### config.mk
export PLATFORM = sky130hd
export DESIGN_NAME = seq_detect_ctrl
export DESIGN_NICKNAME = d
export VERILOG_FILES = /design/src/rtl/seq_ctrl_pkg.sv /design/src/rtl/seq_win_timer.sv /design/src/rtl/seq_detect_ctrl.sv
export SDC_FILE = /design/constraint.sdc
export NUM_CORES = 1
export LEC_CHECK = 0
export ABC_AREA = 1
export CAP_MARGIN = 20
export CORE_AREA = 2 2 61 75
export CTS_CLUSTER_DIAMETER = 100
export DETAILED_ROUTE_END_ITERATION = 10
export DIE_AREA = 0 0 63 77
export MAX_ROUTING_LAYER = met4
export PLACE_DENSITY = 0.84
export SLEW_MARGIN = 20
export SYNTH_ARGS = -nofsm -noshare
export SYNTH_HDL_FRONTEND = slang
export SYNTH_HIERARCHICAL = 1
export SYNTH_SLANG_ARGS = --single-unit
### constraint.sdc
create_clock -name clk -period 4.5 [get_ports clk]
set_input_delay 0.9 -clock clk [delete_from_list [all_inputs] [get_ports clk]]
set_output_delay 0.9 -clock clk [all_outputs]
set_load 0.03 [all_outputs]
### src/rtl/seq_ctrl_pkg.sv
// Shared types and constants for the sequence-detector controller.
// The optional window timeout is enabled with the SEQ_CTRL_TIMEOUT_EN macro.
package seq_ctrl_pkg;

  localparam int M_W = 5;
  localparam int N_W = 6;

  localparam logic [M_W-1:0] DEF_M      = 5'd4;
  localparam logic [N_W-1:0] DEF_N      = 6'd3;
  localparam int             DEF_TARGET = 1;

  typedef enum logic [1:0] {
    IDLE,
    FLUSH,
    ARMED,
    DONE
  } state_t;

endpackage

### src/rtl/seq_win_timer.sv
// Down-counting detection-window timer; a load value of 0 leaves it disarmed.
// Built only when SEQ_CTRL_TIMEOUT_EN is defined.
module seq_win_timer #(
  parameter int WIN_W = 16
) (
  input  logic             clk,
  input  logic             rst_n,
  input  logic             load,
  input  logic             enable,
  input  logic [WIN_W-1:0] load_val,
  output logic             expired
);

  logic [WIN_W-1:0] cnt;

  // NOTE: asynchronous active-low reset in the sensitivity list; state updates use <= only.
  always_ff @(posedge clk or negedge rst_n) begin
    if (!rst_n) begin
      cnt <= '0;
    end else if (load) begin
      cnt <= load_val;
    end else if (enable && cnt != '0) begin
      cnt <= cnt - 1'b1;
    end
  end

  // Fires on the enabled cycle that takes the count from 1 to 0.
  assign expired = enable && (cnt == WIN_W'(1));

endmodule

### src/rtl/seq_detect_ctrl.sv
// Run controller for a serial M-of-N sequence detector: config capture, flush,
// arming, hit counting and done. Define SEQ_CTRL_TIMEOUT_EN for the window timeout.
module seq_detect_ctrl
  import seq_ctrl_pkg::*;
#(
  parameter int FLUSH_CYCLES = 2,
  parameter int CNT_W        = 8,
  parameter int WIN_W        = 16
) (
  input  logic             clk,
  input  logic             rst_n,
  input  logic             cfg_valid,
  output logic             cfg_ready,
  input  logic [M_W-1:0]   cfg_m,
  input  logic [N_W-1:0]   cfg_n,
  input  logic [CNT_W-1:0] cfg_target,
  input  logic [WIN_W-1:0] cfg_window,
  input  logic             start,
  input  logic             abort,
  input  logic             data_in,
  output logic             det_data,
  output logic             det_clr_n,
  output logic [M_W-1:0]   det_m,
  output logic [N_W-1:0]   det_n,
  input  logic             det_pulse,
  output logic             busy,
  output logic             done,
  output logic             timeout,
  output logic             cfg_err,
  output logic [CNT_W-1:0] hit_cnt
);

  state_t           state;
  logic [3:0]       flush_cnt;
  logic [M_W-1:0]   m_q;
  logic [N_W-1:0]   n_q;
  logic [CNT_W-1:0] target_q;
  logic             clr_n_q;

  logic             cfg_fire;
  logic             cfg_bad;
  logic             cfg_ok;
  logic             run_start;
  logic [CNT_W-1:0] hit_inc;
  logic [CNT_W-1:0] target_eff;
  logic             final_hit;
  logic             expired;

  assign cfg_ready  = (state == IDLE);
  assign busy       = (state != IDLE);
  assign cfg_fire   = cfg_valid & cfg_ready;
  assign cfg_bad    = (cfg_m == '0) || (cfg_n == '0);
  assign cfg_ok     = cfg_fire & ~cfg_bad;
  assign run_start  = start & (state == IDLE);
  assign target_eff = (cfg_target == '0) ? CNT_W'(1) : cfg_target;
  assign hit_inc    = (hit_cnt == '1) ? hit_cnt : hit_cnt + 1'b1;
  assign final_hit  = det_pulse && (hit_inc >= target_q);

  assign det_data  = (state == ARMED) & data_in;
  assign det_clr_n = clr_n_q & (state != FLUSH);
  assign det_m     = m_q;
  assign det_n     = n_q;

`ifdef SEQ_CTRL_TIMEOUT_EN
  logic [WIN_W-1:0] win_q;
  logic [WIN_W-1:0] win_load;

  // A config accepted alongside start must seed this run's window.
  assign win_load = cfg_ok ? cfg_window : win_q;

  always_ff @(posedge clk or negedge rst_n) begin
    if (!rst_n) begin
      win_q <= '1;
    end else if (cfg_ok) begin
      win_q <= cfg_window;
    end
  end

  seq_win_timer #(.WIN_W(WIN_W)) u_win_timer (
    .clk      (clk),
    .rst_n    (rst_n),
    .load     (run_start),
    .enable   (state == ARMED),
    .load_val (win_load),
    .expired  (expired)
  );
`else
  logic unused_window;
  assign unused_window = ^cfg_window;
  assign expired       = 1'b0;
`endif

  always_ff @(posedge clk or negedge rst_n) begin
    if (!rst_n) begin
      state     <= IDLE;
      flush_cnt <= '0;
      m_q       <= DEF_M;
      n_q       <= DEF_N;
      target_q  <= CNT_W'(DEF_TARGET);
      hit_cnt   <= '0;
      clr_n_q   <= 1'b0;
      done      <= 1'b0;
      timeout   <= 1'b0;
      cfg_err   <= 1'b0;
    end else begin
      // NOTE: pulse outputs default low every cycle and the case has a default arm, so nothing holds stale values.
      done    <= 1'b0;
      timeout <= 1'b0;
      cfg_err <= cfg_fire & cfg_bad;
      clr_n_q <= 1'b1;

      if (cfg_ok) begin
        m_q      <= cfg_m;
        n_q      <= cfg_n;
        target_q <= target_eff;
      end

      // Abort outranks a coincident final hit or expiry.
      if (abort && state != IDLE) begin
        state   <= IDLE;
        clr_n_q <= 1'b0;
      end else begin
        case (state)
          IDLE: begin
            if (start) begin
              state     <= FLUSH;
              hit_cnt   <= '0;
              flush_cnt <= 4'(FLUSH_CYCLES - 1);
            end
          end
          FLUSH: begin
            if (flush_cnt == '0) state <= ARMED;
            else                 flush_cnt <= flush_cnt - 1'b1;
          end
          ARMED: begin
            if (det_pulse) hit_cnt <= hit_inc;
            if (final_hit) begin
              state <= DONE;
              done  <= 1'b1;
            end else if (expired) begin
              state   <= IDLE;
              timeout <= 1'b1;
            end
          end
          DONE:    state <= IDLE;
          default: state <= IDLE;
        endcase
      end
    end
  end

endmodule
* After elaboration in Yosys (flattened, before gate mapping) *
Cells that the tools add are included.

word-level totals
  word-level logic and storage cells = 61
  bits in registers = 36
  bits of input ports = 42

cells by class
  reductions and logical operators = 14
  eq/ne operators = 11
  bitwise gates (word level) = 7
  multiplexer cells = 17
  order comparisons = 1
  $add $sub $neg = 2

operators by type and width
  kind                                               number
  2-to-1 mux 8 bit                                   4
  one-hot mux 8 bit (2 select lines)                 1
  adder 8 x 1 -> 8 bit (second input constant)       1
  == test 8 bit (second input constant)              1
  greater-or-equal comparator 8 bit                  1
  zero test 8 bit                                    1
  2-to-1 mux 2 bit                                   4
  2-to-1 mux 4 bit                                   2
  one-hot mux 2 bit (4 select lines)                 1
  one-hot mux 4 bit (2 select lines)                 1
  AND reduction 4 bit                                2
  zero test 6 bit                                    1
  nonzero test 2 bit                                 3
  AND 1 bit                                          5
  zero test 5 bit                                    1
  == test 2 bit (second input constant)              2
  zero test 4 bit                                    1
  2-to-1 mux 1 bit                                   4
  != test 2 x 1 -> 1 bit (second input constant)     2
  != test 2 bit (second input constant)              2
  subtractor 4 x 1 -> 4 bit (second input constant)  1
  != test 3 x 1 -> 1 bit (second input constant)     1
  != test 3 x 2 -> 1 bit (second input constant)     1
  != test 3 bit (second input constant)              1
  6 further kinds                                    8

* Longest topological paths before layout *
  depth after elaboration = 7
  gate-level depth with buffers = 20

* Worst setup path after synthesis *
Ideal clock, no wire load.

  path type = register to register
  from = reg hit_cnt[1]
  to = reg state[0]
  slack = 2.143 ns
  arrival = 2.239 ns
  library setup time = 0.118 ns
  period minus slack after synthesis = 2.357 ns
  stages on the path, launching flop included = 20
  buffers on the path = 0
  required time = 4.382 ns
  path through = dfrtp_1 > ha_1 > nand2_1 > inv_2 > nand3_2 > nor2_4 > nand2_2 > xor2_1 > ha_1 > nand2_1 > nor2_1 > nor2_1 > nand2_1 > nand2_1 > nand2_1 > nand2_1 > nand2_1 > nand2_1 > nand3_1 > nand2_1

between the ends
  word-level cells in the longest chain between the ends = 6
  elaborated cells on any way between the ends = 7

ends and longest elaborated chain
  element                                                       line                    source
  from (decl)                                                   seq_detect_ctrl.sv:30   output logic [CNT_W-1:0] hit_cnt
  from (signal assigned)                                        seq_detect_ctrl.sv:136  if (det_pulse) hit_cnt <= hit_inc;
  adder 8 x 1 -> 8 bit / == test 8 bit (equally long branches)  seq_detect_ctrl.sv:56   assign hit_inc = (hit_cnt == '1) ? hit_cnt : hit_cnt + 1'b1;
  2-to-1 mux 8 bit (*)                                          seq_detect_ctrl.sv:56
  greater-or-equal comparator 8 bit (*)                         seq_detect_ctrl.sv:57   assign final_hit = det_pulse && (hit_inc >= target_q);
  logical AND 1 bit (*)                                         seq_detect_ctrl.sv:57
  != test 3 x 2 -> 1 bit (no source line) (*)                   n/a
  AND reduction 3 bit (no source line) (*)                      n/a
  to (signal assigned)                                          seq_detect_ctrl.sv:95   state <= IDLE;
  to (signal assigned)                                          seq_detect_ctrl.sv:120  state <= IDLE;
  to (signal assigned)                                          seq_detect_ctrl.sv:126  state <= FLUSH;
  to (decl)                                                     seq_detect_ctrl.sv:33   state_t state;

Every way passes the cells marked *; elsewhere a longest branch is shown, timed or not.
A chain may end at the register's enable or synchronous reset.

* Worst setup path in the final report *
  from = in data_in
  to = out det_data

between the ends
  word-level cells in the longest chain between the ends = 1

ends and longest elaborated chain
  element      line                   source
  from (decl)  seq_detect_ctrl.sv:20  input logic data_in,
  AND 1 bit    seq_detect_ctrl.sv:59  assign det_data = (state == ARMED) & data_in;
  to (decl)    seq_detect_ctrl.sv:21  output logic det_data,

Every way passes these cells.

==> metrics.cfg <==
[run_status]
status=finished clean

[clocking]
cts_resized=0
clkTransAtPathRegs_ns=0.07
clk_latency_ns=0.29
root_buffer=clkbuf_8
htreeDepth=2
cts_hold_buffers=0
clkSinkCount=36
postCtsSetupRepairBufs=0
cts_buffers=5
cts_buffer_depth=2
cts_tree=built

[synth]
synthMuxAreaShare=0
syn_area_sq_um=1960
synthXorXnorAreaFrac=0.0178
synth_top_family_by_area=simple AND/OR/NAND/NOR gates
yosys.area_share.simple=0.234
synth_seq_area_share=0.461
ys_warn_count=6
synthAdderAreaFrac=0.0892
yosys.cell_types.count=33
synth-seq-cells=36
synth_compound_area_frac=0.114
synth.avg_cell_area_sq_um=8.15
synth_cells=241
syn-num-nets=297

[setup_path]
cp_slowest_stage_delay_ns=0.66
cp_num_cells=4
required_ns=3.60
cp-end-kind=output port
cp.arrival_ns=2.12
path_class=in -> out
cp_slowest_cell=clkdlybuf4s50_1
crit_family=buffers and inverters
path_cells=clkdlybuf4s50_1, nand2_1, inv_1, clkdlybuf4s50_1
path_max_fanout=1
crit_buf_inv=3
cp-startpoint=data_in
start_kind=input pin
cpMostUsedCell=clkdlybuf4s50_1
r2r_start=hit_cnt[0]
rr_worst_depth=19

[floorplan]
ioPinCount=68
rows=26
die_h_um=77
coreArea_sq_um=4130
dieArea_sq_um=4850
start_util=0.475
die_w_um=63

[pwr]
power.leakage_nw=1.30
seqPwrFrac=0.319
switching_share=0.421
power.switching_uw=664
clkPwrFrac=0.178
p_comb_frac=0.503
power_density_nw_per_um2=600
ir_drop_mv=0.350
p_int_uw=912

[final_layout]
nNetsFinal=351
final_common_cell=nand2_1
register_area_sq_um=906
area_growth_syn_to_layout_pct=33.8
multi_input_area_sq_um=897
drive_gt1_frac=0.101
fillers=361
num_antenna_cells=0
mostFrequentLayoutCells=nand2_1 (70), clkdlybuf4s50_1 (50), dfrtp_1 (32)

[timing]
tightest_slew_ns=0.752
timing.final.crit_period_ns=3.02
max_slew_margin=0.498
setup_violations=0
fin_skew_ns=0.00768
fin_crit_sh=0.672
max_freq_mhz=331
layout_setup_ws_ns=1.48
tns_ns=0
rsz0062_at_grt=false
maxSlewViolCount=0
hold_viol_final=0

[worst_hold_path]
min_path_cells=1
min_from=flush_cnt[3]
hp-class=reg -> reg

[placement]
dpl.hpwl_um=3240
dp_slack_ns=1.47
place.gp.congestion=0.819
portBuffers=50

[detailed_routing]
vias_per_cell=4.87
drtAntennaViolNets=0
wl_per_cell_um=12.0
num_vias=1713
drt_drc_violations_left=0
wirelength_um=4220
drt-initial-drc-count=115
first_pass_iters=4

[global_routing]
grt_pass1_vias=1759
grt_pass1_wl_um=7500
grt_max_degree=37
grt_antenna_before_repair=0
grt_usage=0.199
overflow=0

[run]
drv_cap=0

[kinds of logic after synthesis]
kind of cell	after synthesis
adders and majority gates	14
other	1
xor gates and xnor gates	4
AOI/OAI and AO/OA	39
and+or+nand+nor	106
DFF	36
buffers and inverters	41
[final cells by class]
class,instances,area share
clock inverter,2,0.0133
sequential,36,0.345
multi-input combinational,164,0.341
tap,56,0.0267
timing repair buffer,51,0.193
clock buffer,6,0.0276
inverter,37,0.0529
[sequential cells by signal (all words and copies together) (netlist names)]
name	count
hit_cnt	8
target_q	8
det_n	6
det_m	5
flush_cnt	4
state	2
cfg_err	1
clr_n_q	1
done	1
[synthesized netlist by cell type (all sizes together)]
library cell	n	area share
nand2	75	0.15
o22ai	2	0.0064
nor2	14	0.032
a22o	4	0.018
a31oi	1	0.0032
a21oi	8	0.022
or2	1	0.0032
and2	1	0.0038
nor3	3	0.0076
dfstp	4	0.054
o21ai	23	0.061
xor2	3	0.013
clkbuf	1	0.0019
nand4	2	0.0064
ha	14	0.089
nand3	9	0.025
o21a	1	0.0038
xnor2	1	0.0045
dfrtp	32	0.41
nor4	1	0.0032
buf	3	0.0089
conb	1	0.0019
inv	37	0.071
[final timing paths]
path                           endpoint  slack (ns)
min in group asynchronous   target_q[7]        1.03
max in group asynchronous   target_q[0]        3.13
hold / removal             flush_cnt[3]        0.46
hold reg to reg            flush_cnt[3]        0.46
setup / recovery               det_data        1.48
setup reg to reg               state[1]        2.10
[worst register-to-register path: cells and delay by family (launching register included)]
family,cells,cell delay [ns]
and+or+nand+nor,15,1.12
DFF,1,0.41
adders and majority gates,2,0.50
xor gates and xnor gates,1,0.24
buffers and inverters,1,0.08
[layer usage]
| metal | part of all wire | global-route usage | up-vias |
|---|---|---|---|
| met5 | 0 | - | - |
| met1 | 0.42 | 0.217 | 810 |
| met3 | 0.025 | 0.0367 | 5 |
| li1 | - | - | 866 |
| met2 | 0.54 | 0.351 | 32 |
| met4 | 0.0095 | 0.0844 | 0 |
[stage by stage]
step | power [mW] | instance area, sq um | hold slack (ns) | std cells | util
after global placement | 1.27 | 2520 | 0.449 | 344 | 0.610
after global routing | 1.70 | 2630 | 0.477 | 352 | 0.636
after floorplan | 1.03 | 1960 | 0.434 | 241 | -
after detailed placement | 1.30 | 2520 | 0.456 | 344 | 0.610
final | 1.58 | 2630 | 0.460 | 352 | 0.636
after CTS | 1.59 | 2630 | 0.465 | 352 | 0.636
[power groups by stage]
stage | sequential (mW) | clock, mW | combinational, mW
floorplan | 0.608 | 0 | 0.423
global placement | 0.505 | 0 | 0.766
detailed placement | 0.507 | 0 | 0.792
CTS | 0.503 | 0.288 | 0.796
global route | 0.515 | 0.301 | 0.881
finish | 0.503 | 0.281 | 0.792
Note: power is estimated with default switching activity, not from simulation.
